===== config.mk =====
export PLATFORM = sky130hd
export DESIGN_NAME = lsu_mem_master
export DESIGN_NICKNAME = d
export VERILOG_FILES = /design/src/rtl/lsu_mem_master.sv
export SDC_FILE = /design/constraint.sdc
export NUM_CORES = 1
export LEC_CHECK = 0
export CELL_PAD_IN_SITES_DETAIL_PLACEMENT = 1
export CELL_PAD_IN_SITES_GLOBAL_PLACEMENT = 1
export CORE_ASPECT_RATIO = 1.2
export CORE_MARGIN = 10
export CORE_UTILIZATION = 38
export CTS_BUF_LIST = sky130_fd_sc_hd__clkbuf_4 sky130_fd_sc_hd__clkbuf_8
export DETAILED_ROUTE_END_ITERATION = 12
export GPL_TIMING_DRIVEN = 0
export PLACE_DENSITY_LB_ADDON = 0.1
export RECOVER_POWER = 100
export SLEW_MARGIN = 20
export SYNTH_ARGS = -nofsm -noshare
export SYNTH_HDL_FRONTEND = slang
export SYNTH_SLANG_ARGS = --single-unit

===== constraint.sdc =====
create_clock -name clk -period 5.99 [get_ports clk]
set_input_delay 1.198 -clock clk [delete_from_list [all_inputs] [get_ports clk]]
set_output_delay 1.198 -clock clk [all_outputs]
set_load 0.005 [all_outputs]

===== src/rtl/lsu_mem_master.sv =====
// lsu_mem_master: single-outstanding RV32I load/store initiator, sub-word stores done as read-modify-write
module lsu_mem_master #(
  parameter int MEM_DEPTH = 4,
  localparam int AW = $clog2(MEM_DEPTH)
) (
  input  logic          clk,
  input  logic          rst,
  input  logic          req_valid,
  output logic          req_ready,
  input  logic          req_we,
  input  logic [2:0]    req_funct3,
  input  logic [31:0]   req_addr,
  input  logic [31:0]   req_wdata,
  output logic          rsp_valid,
  output logic [31:0]   rsp_rdata,
  output logic          rsp_err,
  output logic [AW-1:0] rd_addr0,
  output logic [AW-1:0] wr_addr0,
  output logic [31:0]   wr_din0,
  output logic          we0,
  output logic [2:0]    wr_strb,
  input  logic [31:0]   rd_dout0
);
  typedef enum logic [2:0] {IDLE, LD_ADDR, LD_DATA, ST_WR, RSP} state_t;
  state_t        state;
  logic          st_q;
  logic [2:0]    f3_q;
  logic [1:0]    off_q;
  logic [AW-1:0] idx_q;
  logic [31:0]   wd_q;
  logic [AW-1:0] idx;
  logic          err;
  logic [7:0]    b;
  logic [15:0]   h;
  logic [31:0]   ld, mask, mrg;
  assign wr_strb = 3'b010;
  assign idx = req_addr[AW+1:2];
  assign err = ((req_addr >> (AW + 2)) != 32'd0)
             | (req_funct3[1:0] == 2'b01 && req_addr[0])
             | (req_funct3[1:0] == 2'b10 && req_addr[1:0] != 2'b00)
             | (req_we ? req_funct3 > 3'b010 : (req_funct3 == 3'b011 || req_funct3[2:1] == 2'b11));
  always_comb begin
    b = rd_dout0[{off_q, 3'b000} +: 8];
    h = rd_dout0[{off_q[1], 4'b0000} +: 16];
    ld = f3_q[1] ? rd_dout0 : f3_q[0] ? {{16{~f3_q[2] & h[15]}}, h} : {{24{~f3_q[2] & b[7]}}, b};
    mask = (f3_q[0] ? 32'h0000_ffff : 32'h0000_00ff) << {off_q, 3'b000};
    mrg = (rd_dout0 & ~mask) | ((wd_q << {off_q, 3'b000}) & mask);
  end
  always_ff @(posedge clk or posedge rst) begin
    if (rst) begin
      state <= IDLE;
      req_ready <= 1'b1;
      rsp_valid <= 1'b0;
      rsp_err <= 1'b0;
      rsp_rdata <= '0;
      we0 <= 1'b0;
      rd_addr0 <= '0;
      wr_addr0 <= '0;
      wr_din0 <= '0;
      st_q <= 1'b0;
      f3_q <= '0;
      off_q <= '0;
      idx_q <= '0;
      wd_q <= '0;
    end else begin
      case (state)
        IDLE: if (req_valid) begin
          req_ready <= 1'b0;
          st_q <= req_we;
          f3_q <= req_funct3;
          off_q <= req_addr[1:0];
          idx_q <= idx;
          wd_q <= req_wdata;
          if (err) begin
            state <= RSP;
            rsp_valid <= 1'b1;
            rsp_err <= 1'b1;
          end else if (req_we && req_funct3 == 3'b010) begin
            state <= ST_WR;
            we0 <= 1'b1;
            wr_addr0 <= idx;
            wr_din0 <= req_wdata;
          end else begin
            state <= LD_ADDR;
            rd_addr0 <= idx;
          end
        end
        LD_ADDR: state <= LD_DATA;
        LD_DATA: if (st_q) begin
          state <= ST_WR;
          we0 <= 1'b1;
          wr_addr0 <= idx_q;
          wr_din0 <= mrg;
        end else begin
          state <= RSP;
          rsp_valid <= 1'b1;
          rsp_rdata <= ld;
        end
        ST_WR: begin
          state <= RSP;
          we0 <= 1'b0;
          rsp_valid <= 1'b1;
        end
        RSP: begin
          state <= IDLE;
          rsp_valid <= 1'b0;
          rsp_err <= 1'b0;
          rsp_rdata <= '0;
          req_ready <= 1'b1;
        end
        default: state <= IDLE;
      endcase
    end
  end
endmodule


==> metrics.cfg, run 1 <==
[power]
ir_worst_vdd_mv = 0.102
comb_power_share_pct = 23.0
seqPwrFrac_pct = 48.0
power_density_nw_per_um2 = 201
p_int_mw = 1.03
switching_share_pct = 31.4
p_sw_mw = 0.473
p_clk_share_pct = 29.1
p_leak_nw = 3.63

[clock_tree]
holdBufCountCts = 0
htreeDepth = 3
clk_pin_slew_ps = 100
numCtsBuffers = 9
post_cts_resized = 0
cts_tree = done
cts_sinks = 99
clk-insertion-delay-late_ps = 390
clockRootBuffer = clkbuf_8
postCtsSetupBuffers = 0
clk_path_buf_depth = 2

[worst_setup_path]
worst_ep_required_time_ps = 6260
critical_path_arrival_ps = 4340
critical_path.max_fanout = 10
critPathCaptureType = flip-flop
r2r-start = state[0]$_DFFE_PP0N_
r2r_end = wr_addr0[1]$_DFFE_PP0P_
crit_type = in -> reg
r2r_cells = 6
cp-start-kind = primary input
reg2reg_slack_ps = 3180

[grt]
gr-total-overflow = 0
grt_start_max_net_pins = 70
first_global_vias = 5811
met2_usage_pct = 39.1
antenna_found_initial = 1
top_usage_layer = met2
grt_util_met3_pct = 7.00
grtUsageMet1_pct = 24.7
grt_pass1_wl_um = 33100
grt_usage_pct = 22.0

[floorplan]
fp-row-count = 47
die_area_sq_um = 19300
die_x_um = 129
core_sq_um = 13800
initial_core_util_pct = 38.9
die_h_um = 150
num_io_pins = 178

[timing]
hold_violations = 0
worst_pin_slew_ps = 1550
fmax_mhz = 245
drv_slew = 31
setup_tns_ps = 0
post-route-period-util_pct = 68.0
setup_viol = 0
rsz0062_at_grt = false
min_period_ps = 4070
relSlewSlack_pct = -4.07
finClkSkew_ps = 13.7
hold_ws_ps = 471

[synthesis]
synthCells = 584
synth-edff-count = 0
yosysWarnings = 0
synth_most_common_cell = nand2_1
yosysSeqAreaShare_pct = 46.1
synthTopCellsByArea = dfrtp_1 46%, nand2_1 11%, mux2_2 9.6%, o21ai_0 4.4%, mux2i_1 3.7%
async_flop_share_pct = 100
synth_top_cell_by_area = dfrtp_1
syn_area_per_cell_sq_um = 9.20
ys_types = 48
postSynthRegisterBits = 99
syn_area_sq_um = 5370
ys.flop_type = dfrtp_1
netlist_top_cells_count = 163 x nand2_1, 98 x dfrtp_1, 47 x o21ai_0
synth.top_cell.area_share_pct = 45.6

[finish]
num-nets-final = 874
layout-drive-gt1-share_pct = 9.81
syn_to_final_growth_pct = 39.5
diodes = 0
n_fill_cell = 1611

[route]
drt_first_pass_iters = 4
drtAntennaViolNets = 0
viasPerCell = 5.56
wl_per_cell_um = 22.5
drc = 0
drt_iter0_drc = 304
via_count = 5258
wl_um = 21300

[placement]
portBuffers = 174
gp_congestion = 0.826
dpl.hpwl_um = 17300

[min_path]
hold_path.startpoint = rsp_rdata[6]$_DFFE_PP0P_
hold-path-endpoint = rsp_rdata[6]$_DFFE_PP0P_
hold_depth = 2
hp-class = reg -> reg

[run_status]
violations = max-capacitance violations, max-slew violations
status = finished with violations

[job]
drv_cap = 1

[metrics by stage]
| stage | utilization [%] | cell area, sq um | total power [mW] | setup slack, ps | cells |
|---|---|---|---|---|---|
| 3_5_place_dp | 53.3 | 7370 | 1.08 | 2470 | 931 |
| 6_report | 54.3 | 7500 | 1.50 | 1920 | 946 |
| 4_1_cts | 54.7 | 7560 | 1.52 | 2880 | 946 |
| 5_1_grt | 54.3 | 7500 | 1.58 | 1670 | 946 |
| 2_1_floorplan | - | 5380 | 0.901 | 2200 | 585 |
| 3_3_place_gp | 53.1 | 7330 | 1.07 | 711 | 930 |
[layout by cell type (no fill, tap or decap), types with 4 or more instances in the layout]
cell type,count
nand2_1,163
dfrtp_1,98
clkdlybuf4s50_1,98
dlygate4sd3_1,76
o21ai_0,47
mux2_2,46
clkbuf_1,36
a21oi_1,34
mux2i_1,20
a221o_1,16
nor2_1,15
o221ai_1,13
inv_1,10
nand3b_1,10
clkbuf_8,9
nor4_1,7
a21boi_0,7
a32oi_1,6
buf_2,4
buf_1,4
[cell families (layout without fill, tap and decap cells)]
family / count (synthesis) / count (layout) / share of synthesized area, %
other: 2 / 3 / 0.140
AO/OA/AOI/OAI: 145 / 145 / 18.1
multiplexers: 67 / 67 / 13.6
buffers and inverters: 58 / 248 / 4.82
AND/OR/NAND/NOR: 213 / 213 / 17.2
flip-flops: 99 / 99 / 46.1
[power by group through the flow]
stage | sequential, mW | clock (mW) | combinational [mW]
floorplan | 0.721 | 0 | 0.180
global placement | 0.733 | 0 | 0.336
detailed placement | 0.734 | 0 | 0.347
CTS | 0.721 | 0.450 | 0.349
global route | 0.725 | 0.475 | 0.380
finish | 0.721 | 0.437 | 0.346
[worst max-delay path by stage]
stage / from / endpoint / slack, ps
floorplan: rst / f3_q[0]$_DFFE_PP0P_ / 2200
global placement: rst / wr_din0[27]$_DFFE_PP0P_ / 710
detailed placement: req_addr[4] / wr_din0[7]$_DFFE_PP0P_ / 2470
CTS: req_addr[4] / wr_din0[7]$_DFFE_PP0P_ / 2880
global route: req_addr[4] / wr_din0[7]$_DFFE_PP0P_ / 1670
finish: req_addr[4] / wr_din0[7]$_DFFE_PP0P_ / 1920
[worst max-delay path, stage by stage]
cell and delay, ps:
dlygate4sd3_1 530, nor4_1 330, nand4_1 160, nor3_1 720
a31oi_1 600, clkbuf_1 410, mux2_1 390
[state kept, by name, summed over array words and instances (netlist names)]
| name | flops |
|---|---|
| off_q | 2 |
| rsp_err | 1 |
| st_q | 1 |
| wr_din0 | 32 |
| wr_addr0 | 2 |
| rsp_rdata | 32 |
| f3_q | 3 |
| wd_q | 16 |
| rsp_valid | 1 |
| req_ready | 1 |
| rd_addr0 | 2 |
| we0 | 1 |
| state | 3 |
| idx_q | 2 |
[layout make-up]
class	count	area, sq um	area share [%]
Timing Repair Buffer	175	1770	23.6
Tap cell	171	214	2.85
Inverter	11	42.5	0.567
Multi-Input combinational cell	428	2610	34.8
Clock buffer	9	124	1.65
Buffer	47	193	2.57
Clock inverter	6	66.3	0.885
Sequential cell	99	2480	33.1
[per-layer routing]
metal | share of wire [%] | vias up
met2 | 52 | 191
li1 | - | 2424
met3 | 7.9 | 31
met1 | 39 | 2610
met5 | 0.047 | -
met4 | 1.8 | 2
(Power assumes the default switching activity.)
==> run 2: changes to the inputs <==
Settings changed: CORE_UTILIZATION 38 to 35.
Clock period 5.99 ns to 3.8 ns, I/O delays scaled along.
==> run 2 against run 1 <==
Compared with the run above:
- the flow now finishes without violations
- critical path depth did not move
- sequential power rose by 58%
- combinational power rose by 58%
- power rose by 71%
- global-route usage fell by 1.3 points
- non-clock buffer count did not move
- sequential cell count did not move
- critical endpoint unchanged
==> metrics.cfg, run 2 (synthesis gave the netlist of run 1 again) <==
[finish]
syn_to_final_growth_pct = 42.1
fin_cells = 982
layout-drive-gt1-share_pct = 10.2
num-nets-final = 874
final_cell_mix = 163 x nand2_1, 99 x clkdlybuf4s50_1, 98 x dfrtp_1
layout_commonest_cell = nand2_1
n_fill_cell = 1769
top_regs = rsp_rdata (32), wr_din0 (32), wd_q (16)

[min_path]
hp-class = reg -> reg
hold_path.startpoint = rsp_rdata[1]$_DFFE_PP0P_

[worst_setup_path]
crit_type = in -> reg
cp-start-kind = primary input
critPathCaptureType = flip-flop
crit_path_end = wr_din0[7]$_DFFE_PP0P_
critical_path.max_fanout = 10
r2r_end = wr_din0[6]$_DFFE_PP0P_
worst_ep_required_time_ps = 4080
r2r_cells = 6
reg2reg_slack_ps = 1160
critical_path_arrival_ps = 3450
r2r-start = state[0]$_DFFE_PP0N_
crit_start = req_funct3[2]

[job]
drv_cap = 0

[placement]
portBuffers = 174
place_ws_ps = 670
dpl.hpwl_um = 17300
place_inst = 964
gp_congestion = 0.834

[floorplan]
die_x_um = 133
num_io_pins = 178
fp-row-count = 49
die_h_um = 156
initial_core_util_pct = 35.8
die_area_sq_um = 20700
core_sq_um = 15000

[power]
p_leak_nw = 3.69
finalPower_mw = 2.57
ir_worst_vdd_mv = 0.150
seqPwrFrac_pct = 44.3
comb_power_share_pct = 21.3
power_density_nw_per_um2 = 336
p_sw_mw = 0.767
switching_share_pct = 29.9
p_clk_share_pct = 34.4
p_int_mw = 1.80

[grt]
first_global_vias = 5897
grt_start_max_net_pins = 81
antenna_found_initial = 2
grt_pass1_wl_um = 33800
gr-total-overflow = 0
grt_usage_pct = 20.7

[clock_tree]
clk_pin_slew_ps = 100
postCtsSetupBuffers = 0
holdBufCountCts = 0
clk-insertion-delay-late_ps = 400
post_cts_resized = 0
htreeDepth = 3
cts_tree = done
numCtsBuffers = 9
cts_sinks = 99
clockRootBuffer = clkbuf_8
clk_path_buf_depth = 2

[route]
viasPerCell = 5.35
drt_first_pass_iters = 4
wl_met3_um = 1480
wl_per_cell_um = 21.9
drt_iter0_drc = 261
wl_um = 21500
drc = 0
met2WireLength_um = 11100
drtAntennaViolNets = 0
top_layer_used = met4
via_count = 5254
m1WireLength_um = 8690

[timing]
post-route-period-util_pct = 83.5
fmax_mhz = 315
drv_slew = 0
worst_pin_slew_ps = 1300
relSlewSlack_pct = 13.0
rsz0062_at_grt = false
min_period_ps = 3170
fin_ws_ps = 626
hold_violations = 0
finClkSkew_ps = 10.0
setup_viol = 0

[run_status]
status = completed

==> run 2: power groups by stage <==
stage / registers (mW) / clock network (mW) / logic (mW)
3_5_place_dp: 1.16 / 0 / 0.549
5_1_grt: 1.14 / 0.938 / 0.600
4_1_cts: 1.14 / 0.889 / 0.552
2_1_floorplan: 1.14 / 0 / 0.284
3_3_place_gp: 1.16 / 0 / 0.532
6_report: 1.14 / 0.883 / 0.546
==> run 2: worst max-delay path: stages <==
cell	delay, ps
dlygate4sd3_1	610
o41ai_1	410
nand3_1	170
nor3_4	340
a31oi_1	510
buf_6	330
mux2_1	310
==> run 2: final cells by class <==
class / instances / area, sq um / area share [%]
clock inverter: 5 / 108 / 1.41
inverter: 11 / 42.5 / 0.557
sequential: 99 / 2480 / 32.4
clock buffer: 11 / 151 / 1.98
timing repair buffer: 175 / 1770 / 23.2
buffer: 47 / 215 / 2.82
multi-input combinational: 428 / 2610 / 34.2
antenna: 2 / 5.00 / 0.0655
tap: 204 / 255 / 3.34
==> run 2: how the worst min path moves through the flow <==
stage,endpoint,depth (start not counted)
after floorplan,idx_q[0]$_DFFE_PP0P_,2
after global placement,idx_q[1]$_DFFE_PP0P_,2
after detailed placement,rsp_rdata[1]$_DFFE_PP0P_,2
after CTS,rsp_rdata[1]$_DFFE_PP0P_,2
after global routing,rsp_rdata[1]$_DFFE_PP0P_,2
final,rsp_rdata[1]$_DFFE_PP0P_,2
==> run 2: per-layer routing <==
layer | track usage, % | up-vias
met1 | 23.4 | 2642
met2 | 36.9 | 172
li1 | - | 2425
met3 | 6.35 | 15
met5 | 0 | -
met4 | 5.60 | 0
==> run 2: metrics by stage <==
| stage | hold WS [ps] | TNS (ps) | util [%] | area (sq um) |
|---|---|---|---|---|
| after floorplan | 442 | 0 | - | 5380 |
| after global placement | 455 | -108680 | 49.1 | 7370 |
| after detailed placement | 469 | 0 | 49.3 | 7410 |
| after CTS | 492 | 0 | 51.0 | 7670 |
| after global routing | 512 | 0 | 50.8 | 7640 |
| final | 482 | 0 | 50.9 | 7640 |
==> run 3: changes to the inputs <==
Settings changed: CORE_UTILIZATION 35 to 32.
Clock period 3.8 ns to 2.8 ns, I/O delays scaled along.
==> run 3 against run 2 <==
Compared with the run above:
- clock power rose by 18%
- core utilization fell by 4.2 points
- sequential power rose by 35%
- clock-buffer cell count stayed put
- sequential share of layout area increased by 0.053 points
- final area is 0.16% lower
- setup slack worse by 310 ps
- register-to-register slack got worse by 820 ps
- cell count grew 0.71%
- die area increased by 8.0%
- non-clock buffer count rose by 2
==> metrics.cfg, run 3 (synthesis gave the netlist of run 1 again) <==
[route]
drc = 0
drt_first_pass_iters = 4
wl_per_cell_um = 21.3
drt_iter0_drc = 214
wl_um = 21100
via_count = 5208
drtAntennaViolNets = 0
viasPerCell = 5.27

[finish]
syn_to_final_growth_pct = 41.9
n_fill_cell = 1930
final_cell_mix = 163 x nand2_1, 101 x clkdlybuf4s50_1, 98 x dfrtp_1
layout_commonest_cell = nand2_1
num-nets-final = 876
regArea_sq_um = 2480
diodes = 0
top_regs = rsp_rdata (32), wr_din0 (32), wd_q (16)
multi_input_area_sq_um = 2630
finish.instance_area_sq_um = 7630
layout-drive-gt1-share_pct = 10.7
post-route-util_pct = 46.7

[clock_tree]
clk_path_buf_depth = 2
holdBufCountCts = 0
htreeDepth = 3
clk_pin_slew_ps = 100
clk-insertion-delay-late_ps = 390
postCtsSetupBuffers = 0
cts_tree = done
post_cts_resized = 0
numCtsBuffers = 9
cts_sinks = 99
clockRootBuffer = clkbuf_8

[power]
power_density_nw_per_um2 = 434
finalPower_mw = 3.31
ir_worst_vdd_mv = 0.251
p_leak_nw = 3.68

[timing]
min_period_ps = 2490
fmax_mhz = 402
relSlewSlack_pct = 39.4
setup_viol = 0
worst_pin_slew_ps = 904
drv_slew = 0
finClkSkew_ps = 14.6
hold_violations = 0
post-route-period-util_pct = 88.8
rsz0062_at_grt = false

[placement]
portBuffers = 174
dpl_cell_area_sq_um = 7460
gp_congestion = 0.843
dpl.hpwl_um = 17300

[grt]
antenna_found_initial = 1
grt_start_max_net_pins = 36
gr-total-overflow = 0
grt_pass1_wl_um = 33400
first_global_vias = 5801
grt_usage_pct = 18.5

[floorplan]
die_h_um = 162
core_sq_um = 16300
die_area_sq_um = 22400
num_io_pins = 178
initial_core_util_pct = 32.9
fp-row-count = 51
die_x_um = 138

[worst_setup_path]
crit_type = in -> reg
worst_ep_required_time_ps = 3090
critical_path.max_fanout = 10
cp-start-kind = primary input
critical_path_arrival_ps = 2770
critPathCaptureType = flip-flop

[run_status]
status = completed

[min_path]
hp-class = reg -> reg

[job]
drv_cap = 0

==> run 3: cell count changes in the layout (fill, tap and decap cells not counted), sizes merged <==
cell	change
clkbuf	+2
dlygate4sd3	-2
clkinvlp	+1
clkdlybuf4s50	+2
diode	-2
inv	-1
bufinv	-1
==> run 3: worst paths after layout <==
path / startpoint / endpoint / slack [ps] / depth (start not counted)
setup / recovery: req_funct3[2] / wr_din0[7]$_DFFE_PP0P_ / 310 / 7
hold / removal: rsp_rdata[6]$_DFFE_PP0P_ / rsp_rdata[6]$_DFFE_PP0P_ / 470 / 2
setup reg to reg: state[0]$_DFFE_PP0N_ / rsp_rdata[26]$_DFFE_PP0P_ / 340 / 6
hold reg to reg: rsp_rdata[6]$_DFFE_PP0P_ / rsp_rdata[6]$_DFFE_PP0P_ / 470 / 2
max in group asynchronous: rst / wd_q[3]$_DFFE_PP0P_ / 690 / 4
min in group asynchronous: rst / wr_din0[16]$_DFFE_PP0P_ / 760 / 2
==> run 3: per-stage QoR <==
step           worst slack, ps  instances  hold slack (ps)  TNS [ps]
2_1_floorplan              698        585              442         0
3_3_place_gp             -98.6        971              455     -2130
3_5_place_dp             -96.1        974              466     -2220
4_1_cts                    327        989              485         0
5_1_grt                    163        989              515         0
6_report                   313        989              470         0
==> run 3: area by class of cell <==
cell class,count,share of cell area (%)
well taps,212,3.48
repair buffers,177,23.3
flip-flops and latches,99,32.5
clock inverters,4,1.00
plain buffers,47,2.84
inverters,11,0.558
clock buffers,11,1.82
multi-input cells,428,34.5
==> run 3: report_power, final <==
part	switching, mW	internal [mW]	leakage (nW)
clock	0.520	0.521	0.106
combinational	0.417	0.315	2.24
sequential	0.0592	1.48	1.33
total	0.996	2.32	3.68
==> run 3: worst max-delay path, stage by stage <==
cell	delay (ps)
clkdlybuf4s50_1	480
o41ai_1	370
nand3_1	170
nor3_4	400
a31oi_4	270
buf_6	220
mux2_1	300
==> run 3: layer usage <==
metal / up-vias / global-route usage [%] / part of all wire (%)
met4: 2 / 5.95 / 1.8
met3: 21 / 5.31 / 6.0
met2: 149 / 31.9 / 50
met1: 2606 / 21.6 / 42
li1: 2430 / - / -
met5: - / 0 / 0.057
